File: src/rtl/enc_prio_deb_pkg.sv
// Shared types and helpers for the debounced priority encoder.
package enc_prio_pkg;

    typedef enum logic [1:0] {
        IDLE    = 2'd0,
        STABLE  = 2'd1,
        HOLD    = 2'd2,
        RELEASE = 2'd3
    } state_t;

    // Widest request vector the index helper can scan.
    localparam int MAX_N = 64;

    // Highest set bit among the lowest n bits of d, 0 when none are set.
    function automatic int highest_set(input logic [MAX_N-1:0] d, input int n);
        highest_set = 0;
        for (int i = 0; i < MAX_N; i++) begin
            if (i < n && d[i]) begin
                highest_set = i;
            end
        end
    endfunction

endpackage

File: src/rtl/enc_prio_deb_if.sv
// Request/report bundle between the raw request lines, the encoder and its consumer.
interface enc_prio_deb_if #(
    parameter int N = 8,
    parameter int W = $clog2(N)
) ();
    logic         E;
    logic [N-1:0] D;
    logic         ACK;
    logic [W-1:0] Y;
    logic         V;
    logic         M;

    modport master (output E, D, ACK, input Y, V, M);
    modport slave  (input E, D, ACK, output Y, V, M);
endinterface

File: src/rtl/enc_prio_deb_prio_enc_comb.sv
// Purely combinational priority encoder: index of the highest active line,
// whether any line is active under enable, and whether several are active.
module prio_enc_comb
    import enc_prio_pkg::*;
#(
    parameter int N = 8,
    parameter int W = $clog2(N)
) (
    input  logic [N-1:0] d,
    input  logic         e,
    output logic [W-1:0] idx,
    output logic         any,
    output logic         multi
);
    logic [MAX_N-1:0] d_ext;

    assign d_ext = MAX_N'(d);
    assign idx   = W'(highest_set(d_ext, N));
    assign any   = e & (|d);
    assign multi = ($countones(d) > 1);
endmodule

File: src/rtl/enc_prio_deb.sv
// Registered priority encoder with debounce and valid/ack handshake.
// A request must hold the same index for DEB+1 edges before it is reported,
// the report is held until acknowledged, and it is not reported again until
// every line has been released.
module enc_prio_deb
    import enc_prio_pkg::*;
#(
    parameter int N   = 8,
    parameter int W   = $clog2(N),
    parameter int DEB = 4
) (
    input logic          clk,
    input logic          rst_n,
    enc_prio_deb_if.slave bus
);
    localparam int CW = (DEB > 1) ? $clog2(DEB) : 1;
    localparam logic [CW-1:0] CNT_LAST = CW'(DEB - 1);

    state_t         state, state_next;
    logic [W-1:0]   cand, cand_next;
    logic [CW-1:0]  cnt, cnt_next;
    logic [W-1:0]   y, y_next;
    logic           v, v_next;
    logic           m, m_next;

    logic [W-1:0]   idx;
    logic           any;
    logic           multi;

    prio_enc_comb #(.N(N), .W(W)) u_enc (
        .d     (bus.D),
        .e     (bus.E),
        .idx   (idx),
        .any   (any),
        .multi (multi)
    );

    // State, debounce candidate/counter and output registers; reset clears outputs at once.
    always_ff @(posedge clk or negedge rst_n) begin
        if (!rst_n) begin
            state <= IDLE;
            cand  <= '0;
            cnt   <= '0;
            y     <= '0;
            v     <= 1'b0;
            m     <= 1'b0;
        end else begin
            state <= state_next;
            cand  <= cand_next;
            cnt   <= cnt_next;
            y     <= y_next;
            v     <= v_next;
            m     <= m_next;
        end
    end

    // Next-state logic; dropping enable overrides everything, including a pending ACK.
    always_comb begin
        state_next = state;
        cand_next  = cand;
        cnt_next   = cnt;
        y_next     = y;
        v_next     = v;
        m_next     = m;

        if (!bus.E) begin
            state_next = IDLE;
            v_next     = 1'b0;
            cnt_next   = '0;
        end else begin
            case (state)
                IDLE: begin
                    if (any) begin
                        cand_next  = idx;
                        cnt_next   = '0;
                        state_next = STABLE;
                    end
                end
                STABLE: begin
                    if (!any) begin
                        state_next = IDLE;
                    end else if (idx != cand) begin
                        cand_next = idx;
                        cnt_next  = '0;
                    end else if (cnt < CNT_LAST) begin
                        cnt_next = cnt + 1'b1;
                    end else begin
                        y_next     = cand;
                        m_next     = multi;
                        v_next     = 1'b1;
                        state_next = HOLD;
                    end
                end
                HOLD: begin
                    if (bus.ACK) begin
                        v_next     = 1'b0;
                        state_next = RELEASE;
                    end
                end
                RELEASE: begin
                    if (!any) begin
                        state_next = IDLE;
                    end
                end
                default: begin
                    state_next = IDLE;
                end
            endcase
        end
    end

    assign bus.Y = y;
    assign bus.V = v;
    assign bus.M = m;
endmodule

File: src/flat_wrapper.sv
// flat-port wrapper written by rule: the top's interface ports become plain ports
module enc_prio_deb_flat import enc_prio_pkg::*;
#(
    parameter int N   = 8,
    parameter int W   = $clog2(N),
    parameter int DEB = 4
)
  (clk, rst_n, bus_E, bus_D, bus_ACK, bus_Y, bus_V, bus_M);
  enc_prio_deb_if #(.N(N), .W(W)) bus_i ();
  input logic clk;
  input logic rst_n;
  input wire logic [$bits(bus_i.E)-1:0] bus_E;
  input wire logic [$bits(bus_i.D)-1:0] bus_D;
  input wire logic [$bits(bus_i.ACK)-1:0] bus_ACK;
  output wire logic [$bits(bus_i.Y)-1:0] bus_Y;
  output wire logic [$bits(bus_i.V)-1:0] bus_V;
  output wire logic [$bits(bus_i.M)-1:0] bus_M;
  assign bus_i.E = bus_E;
  assign bus_i.D = bus_D;
  assign bus_i.ACK = bus_ACK;
  assign bus_Y = bus_i.Y;
  assign bus_V = bus_i.V;
  assign bus_M = bus_i.M;
  enc_prio_deb #(.N(N), .W(W), .DEB(DEB)) u_core (.clk(clk), .rst_n(rst_n), .bus(bus_i));
endmodule
File: config.mk
export PLATFORM = sky130hd
export DESIGN_NAME = enc_prio_deb_flat
export DESIGN_NICKNAME = d
export VERILOG_FILES = /design/src/rtl/enc_prio_deb_pkg.sv /design/src/rtl/enc_prio_deb_if.sv /design/src/rtl/enc_prio_deb_prio_enc_comb.sv /design/src/rtl/enc_prio_deb.sv /design/src/flat_wrapper.sv
export SDC_FILE = /design/constraint.sdc
export NUM_CORES = 1
export LEC_CHECK = 0
export CAP_MARGIN = 5
export CORE_MARGIN = 2
export CORE_UTILIZATION = 35
export DETAILED_ROUTE_END_ITERATION = 8
export PLACE_DENSITY = 0.56
export SLEW_MARGIN = 20
export SYNTH_ARGS = -nofsm -noshare
export SYNTH_HDL_FRONTEND = slang
export SYNTH_SLANG_ARGS = --single-unit
File: constraint.sdc
create_clock -name clk -period 2.2 [get_ports clk]
set_input_delay 0.44 -clock clk [delete_from_list [all_inputs] [get_ports clk]]
set_output_delay 0.44 -clock clk [all_outputs]
set_load 0.02 [all_outputs]
* After elaboration in Yosys (flattened, before gate mapping)
Index checks and enable logic that the tools add are counted.
Word-level totals: flip-flop bits (word level) 12, output and inout bits 5, bits of input ports 12, word-level logic and storage cells 76
Operators by class: multiplexer cells 31, order comparisons 2, $add $sub $neg 8, reduce and logical (&&, ||, !) cells 8, equal/unequal tests 18, bitwise logic cells 3
Operators with widths (count):
- $gt A32 B2 Y1 const B | 1
- $mux W2 | 13
- $mux W3 | 8
- $reduce_and A5 Y1 | 4
- $ne A3 B3 Y1 const B | 4
- $add A1 B1 Y2 | 4
- $ne A4 B4 Y1 const B | 2
- $pmux W2 S4 | 1
- $reduce_or A8 Y1 | 1
- $add A2 B2 Y3 | 2
- $mux W1 | 6
- $ne A2 B1 Y1 const B | 3
- $ne A3 B1 Y1 const B | 2
- $ne A3 B2 Y1 const B | 2
- $pmux W3 S2 | 1
- $add A3 B3 Y4 | 1
- $eq A2 B2 Y1 const B | 2
- $ne A4 B2 Y1 const B | 1
- $pmux W2 S2 | 1
- $reduce_and A4 Y1 | 1
- $ne A3 B3 Y1 | 1
- $add A2 B1 Y2 const B | 1
- $eq A2 B1 Y1 const B | 1
- $logic_not A2 Y1 | 1
- 5 further kinds | 6

* Logic depth before layout (Yosys ltp)
word-level depth 12, gate-level depth with buffers 11, gate-level depth less buffers 11

* Cells and area by module
A second synthesis with hierarchy kept.
Second synthesis, totals: cell total of the unflattened synthesis 78, area total of the unflattened synthesis 859.6 um^2
By module, submodules not included:
- enc_prio_deb | cells an instance 47, area an instance 613.1 um^2, instances 1
- prio_enc_comb | cells an instance 31, area an instance 246.5 um^2, instances 1

* Worst setup path after synthesis
No wires, ideal clock.
kind input to register, from input bus_D[0], to register u_core.m, in the netlist u_core.bus.M, path slack -0.887 ns, library setup time 0.125 ns, arrival 2.963 ns, buffers on the path 0, cell stages on the path 10, cells stage by stage fa_1 -> inv_1 -> fa_1 -> fa_1 -> inv_1 -> ha_1 -> fa_1 -> o21ai_0 -> nand2b_1 -> mux2_2
Between the ends: word-level cells in the longest chain between the ends 4
RTL lines:
- start: declaration | line flat_wrapper.sv:13 | input wire logic [$bits(bus_i.D)-1:0] bus_D;
- $add A1 B1 Y2 (implied by the code) | line enc_prio_deb_prio_enc_comb.sv:20 | assign multi = ($countones(d) > 1);
- $add A2 B2 Y3 (implied by the code) | line enc_prio_deb_prio_enc_comb.sv:20
- $add A3 B3 Y4 (implied by the code) | line enc_prio_deb_prio_enc_comb.sv:20
- $gt A32 B2 Y1 | line enc_prio_deb_prio_enc_comb.sv:20
- end signal: assignment | line enc_prio_deb.sv:53 | m <= m_next;
- end: declaration | line enc_prio_deb.sv:24 | logic m, m_next;
Parallel ways exist; a longest one is shown, timed or not. A chain may end at the register's enable or synchronous reset.

* Worst setup path after layout
Ends and elaborated chain as after synthesis.

==> results.yml <==
setup_path:
  cp.required_ns: 2.36
  reg2reg_slack_ns: 0.19
  r2r-end: "u_core.bus.M"
  critPathMaxFanout: 2
  crit_start: "bus_D[0]"
  critPathLaunchType: "input port"
  crit-reg2reg-launch: "u_core.cand[1]"
  timing_worst_setup_path_type: "in2reg"
  r2r_cells: 6
  cp-end-kind: "flop"
  arrival_ns: 3.09
final_layout:
  layout-drive-gt1-share_pct: 32.17
  final_nets: 165
  finalInstanceArea_um2: 1390
  diodes: 0
  syn_to_final_growth_pct: 47.94
  final_util_pct: 55.61
  fin_cells: 173
floorplan:
  dieHeight_um: 55.82
  pin_count: 17
  dieWidth_um: 55.82
  start_util_pct: 37.59
  rows: 18
  dieArea_um2: 3115
  core_area_um2: 2500
sta:
  finalSetupViolations: 1
  fin_skew_ns: 0.01065
  worst_pin_slew_ns: 0.5675
  slew_headroom_pct: 62.05
  finalHoldViolations: 0
  rsz0062_at_grt: "true"
  setup_ws_ns: -0.7323
  fmax_mhz: 341.0
  drv_slew: 0
  whs_ns: 0.5106
  period_needed_ns: 2.932
  finalCritPeriodShare_pct: 133.3
place:
  io_buffers: 16
  dp.cells: 166
  place.gp.congestion: 0.7518
  dp_hpwl_mm: 1.710
  dpl_cell_area_um2: 1267
detailed_routing:
  totalWireLength_mm: 2.219
  vias: 898
  wire_per_inst_um: 12.83
  viasPerCell: 5.191
  drc: 0
  drtIter0Drc: 21
  final_antenna_net_count: 0
  drt_first_pass_iters: 5
synth:
  synthTopCellsByArea: "dfrtp_1, fa_1, ha_1"
  yosysWarnings: 0
  synth_top_area_share_pct: 31.96
  syn_area_per_cell_um2: 8.949
  seq_area_frac_synth_pct: 31.96
  synth.distinct_cells: 32
  syn_nets: 126
  synth.largest_area_cell: "dfrtp_1"
  syn_area_um2: 939.7
  syn_inst: 105
  ys_ff_latch: 12
pwr:
  p_total_w: 0.0006665
  leakagePower_nw: 0.6477
  ir_drop_v: 0.0003143
  p_per_area_nw_per_um2: 479.4
global_route:
  grt_overflow: 0
  grt_pass1_wl_mm: 3.691
  grt_max_degree: 13
  grtUsageTotal_pct: 14.88
  grt_pass1_vias: 860
  antenna_found_initial: 0
outcome:
  status: "complete, but fails checks"
  violations: "negative setup slack"
clock_network:
  clockBufferDepth: 2
  clk_pin_slew_worst_paths_ns: 0.09
  insertion_delay_ns: 0.28
  clock-sinks: 12
  clock-root-buffer: "clkbuf_4"
  numCtsBuffers: 3
  cts_tree: "yes"
  cts.htree.levels: 1
run:
  max_cap_violations: 0
min_path:
  worstHoldPathType: "in2async"
-- cell type report --
type | count | area [um2]
clock buffers | 4 | 36.28
fillers | 229 | 1110
inverters | 11 | 41.29
multi-input cells | 78 | 653.1
flip-flops and latches | 12 | 300.3
well taps | 30 | 37.54
repair buffers | 38 | 321.6
-- state kept, by name, summed over array words and instances, names as in the netlist --
register	flops
u_core.state	2
u_core.bus.V	1
u_core.bus.Y	3
u_core.cand	3
u_core.cnt	2
u_core.bus.M	1
-- worst max-delay path, stage by stage --
cell and delay (ns):
buf_6 0.10, fa_1 0.52, inv_1 0.05, fa_1 0.45, fa_1 0.51, inv_2 0.05
ha_4 0.15, fa_2 0.34, o21ai_2 0.16, nand2b_4 0.06, mux2_4 0.27
-- per-stage QoR --
step	setup slack [ns]	TNS, ns
after floorplan	-0.8321	-0.8321
after global placement	-1.351	-5.853
after CTS	-0.8123	-0.8123
after global routing	-0.7935	-0.7935
after detailed placement	-1.375	-6.145
final	-0.7323	-0.7323
-- synthesized netlist by cell type (all sizes together) --
cell / count
nor3b: 2
a31oi: 2
nand3b: 1
o22ai: 1
and3: 1
nor2b: 3
a21oi: 3
o21ai: 8
and2: 1
dfrtp: 12
mux2: 4
a221oi: 1
nor2: 8
o211ai: 3
fa: 4
o31ai: 1
nand2b: 3
o21a: 1
xnor2: 1
a41oi: 1
nand3: 6
nor3: 1
clkbuf: 2
nand2: 10
a2111oi: 1
inv: 11
or3: 2
ha: 5
nand4b: 1
nor4: 2
a32oi: 1
buf: 2
-- worst max-delay path by stage --
stage / end
2_1_floorplan: u_core.bus.M
3_3_place_gp: u_core.bus.M
3_5_place_dp: u_core.bus.M
4_1_cts: u_core.bus.M
5_1_grt: u_core.bus.M
6_report: u_core.bus.M
-- power by group --
part           internal (W)  switching (W)  total [W]
combinational      0.000133       0.000109   0.000242
clock              0.000101      0.0000832   0.000184
sequential         0.000228      0.0000121   0.000240
-- metal layers --
| metal | GRT usage, % | part of all wire (%) | vias up |
|---|---|---|---|
| met5 | 0 | 0 | - |
| met4 | 7.143 | 1.8 | 0 |
| met3 | 2.326 | 3.4 | 4 |
| met2 | 27.38 | 53 | 19 |
| met1 | 16.57 | 42 | 429 |
| li1 | - | - | 446 |
-- layout by cell type, fill, tap and decap left out, types with 2 or more instances in the layout --
master	count
ha_1	4
nor2b_1	3
o211ai_1	3
nand3_1	6
a31oi_1	2
clkdlybuf4s50_1	12
dfrtp_1	12
o21ai_0	7
nor2_1	8
nand2b_1	2
buf_6	2
mux2_2	2
inv_2	2
mux2_4	2
fa_1	3
nand2_1	10
inv_1	9
or3_1	2
a21oi_1	3
nor3b_1	2
buf_4	22
clkbuf_4	3
-- timing repair --
action | 4_1_cts | 5_1_grt
gates resized for setup | 22 | 6
setup buffers | 1 | 2
pin swaps | 9 | 9
endpoints found under the setup margin | 10 | 4
hold buffers | 0 | 0
-- logic make-up (layout without fill, tap and decap cells) --
kind of cell	count (synthesis)	in the layout	synth area share, %
AOI/OAI and AO/OA	23	23	17.04
muxes	4	4	4.793
adders and majority gates	9	9	15.18
and+or+nand+nor	41	41	23.84
DFF	12	12	31.96
xor gates and xnor gates	1	1	0.9323
buffers and inverters	15	53	6.259
(Power assumes the default switching activity.)
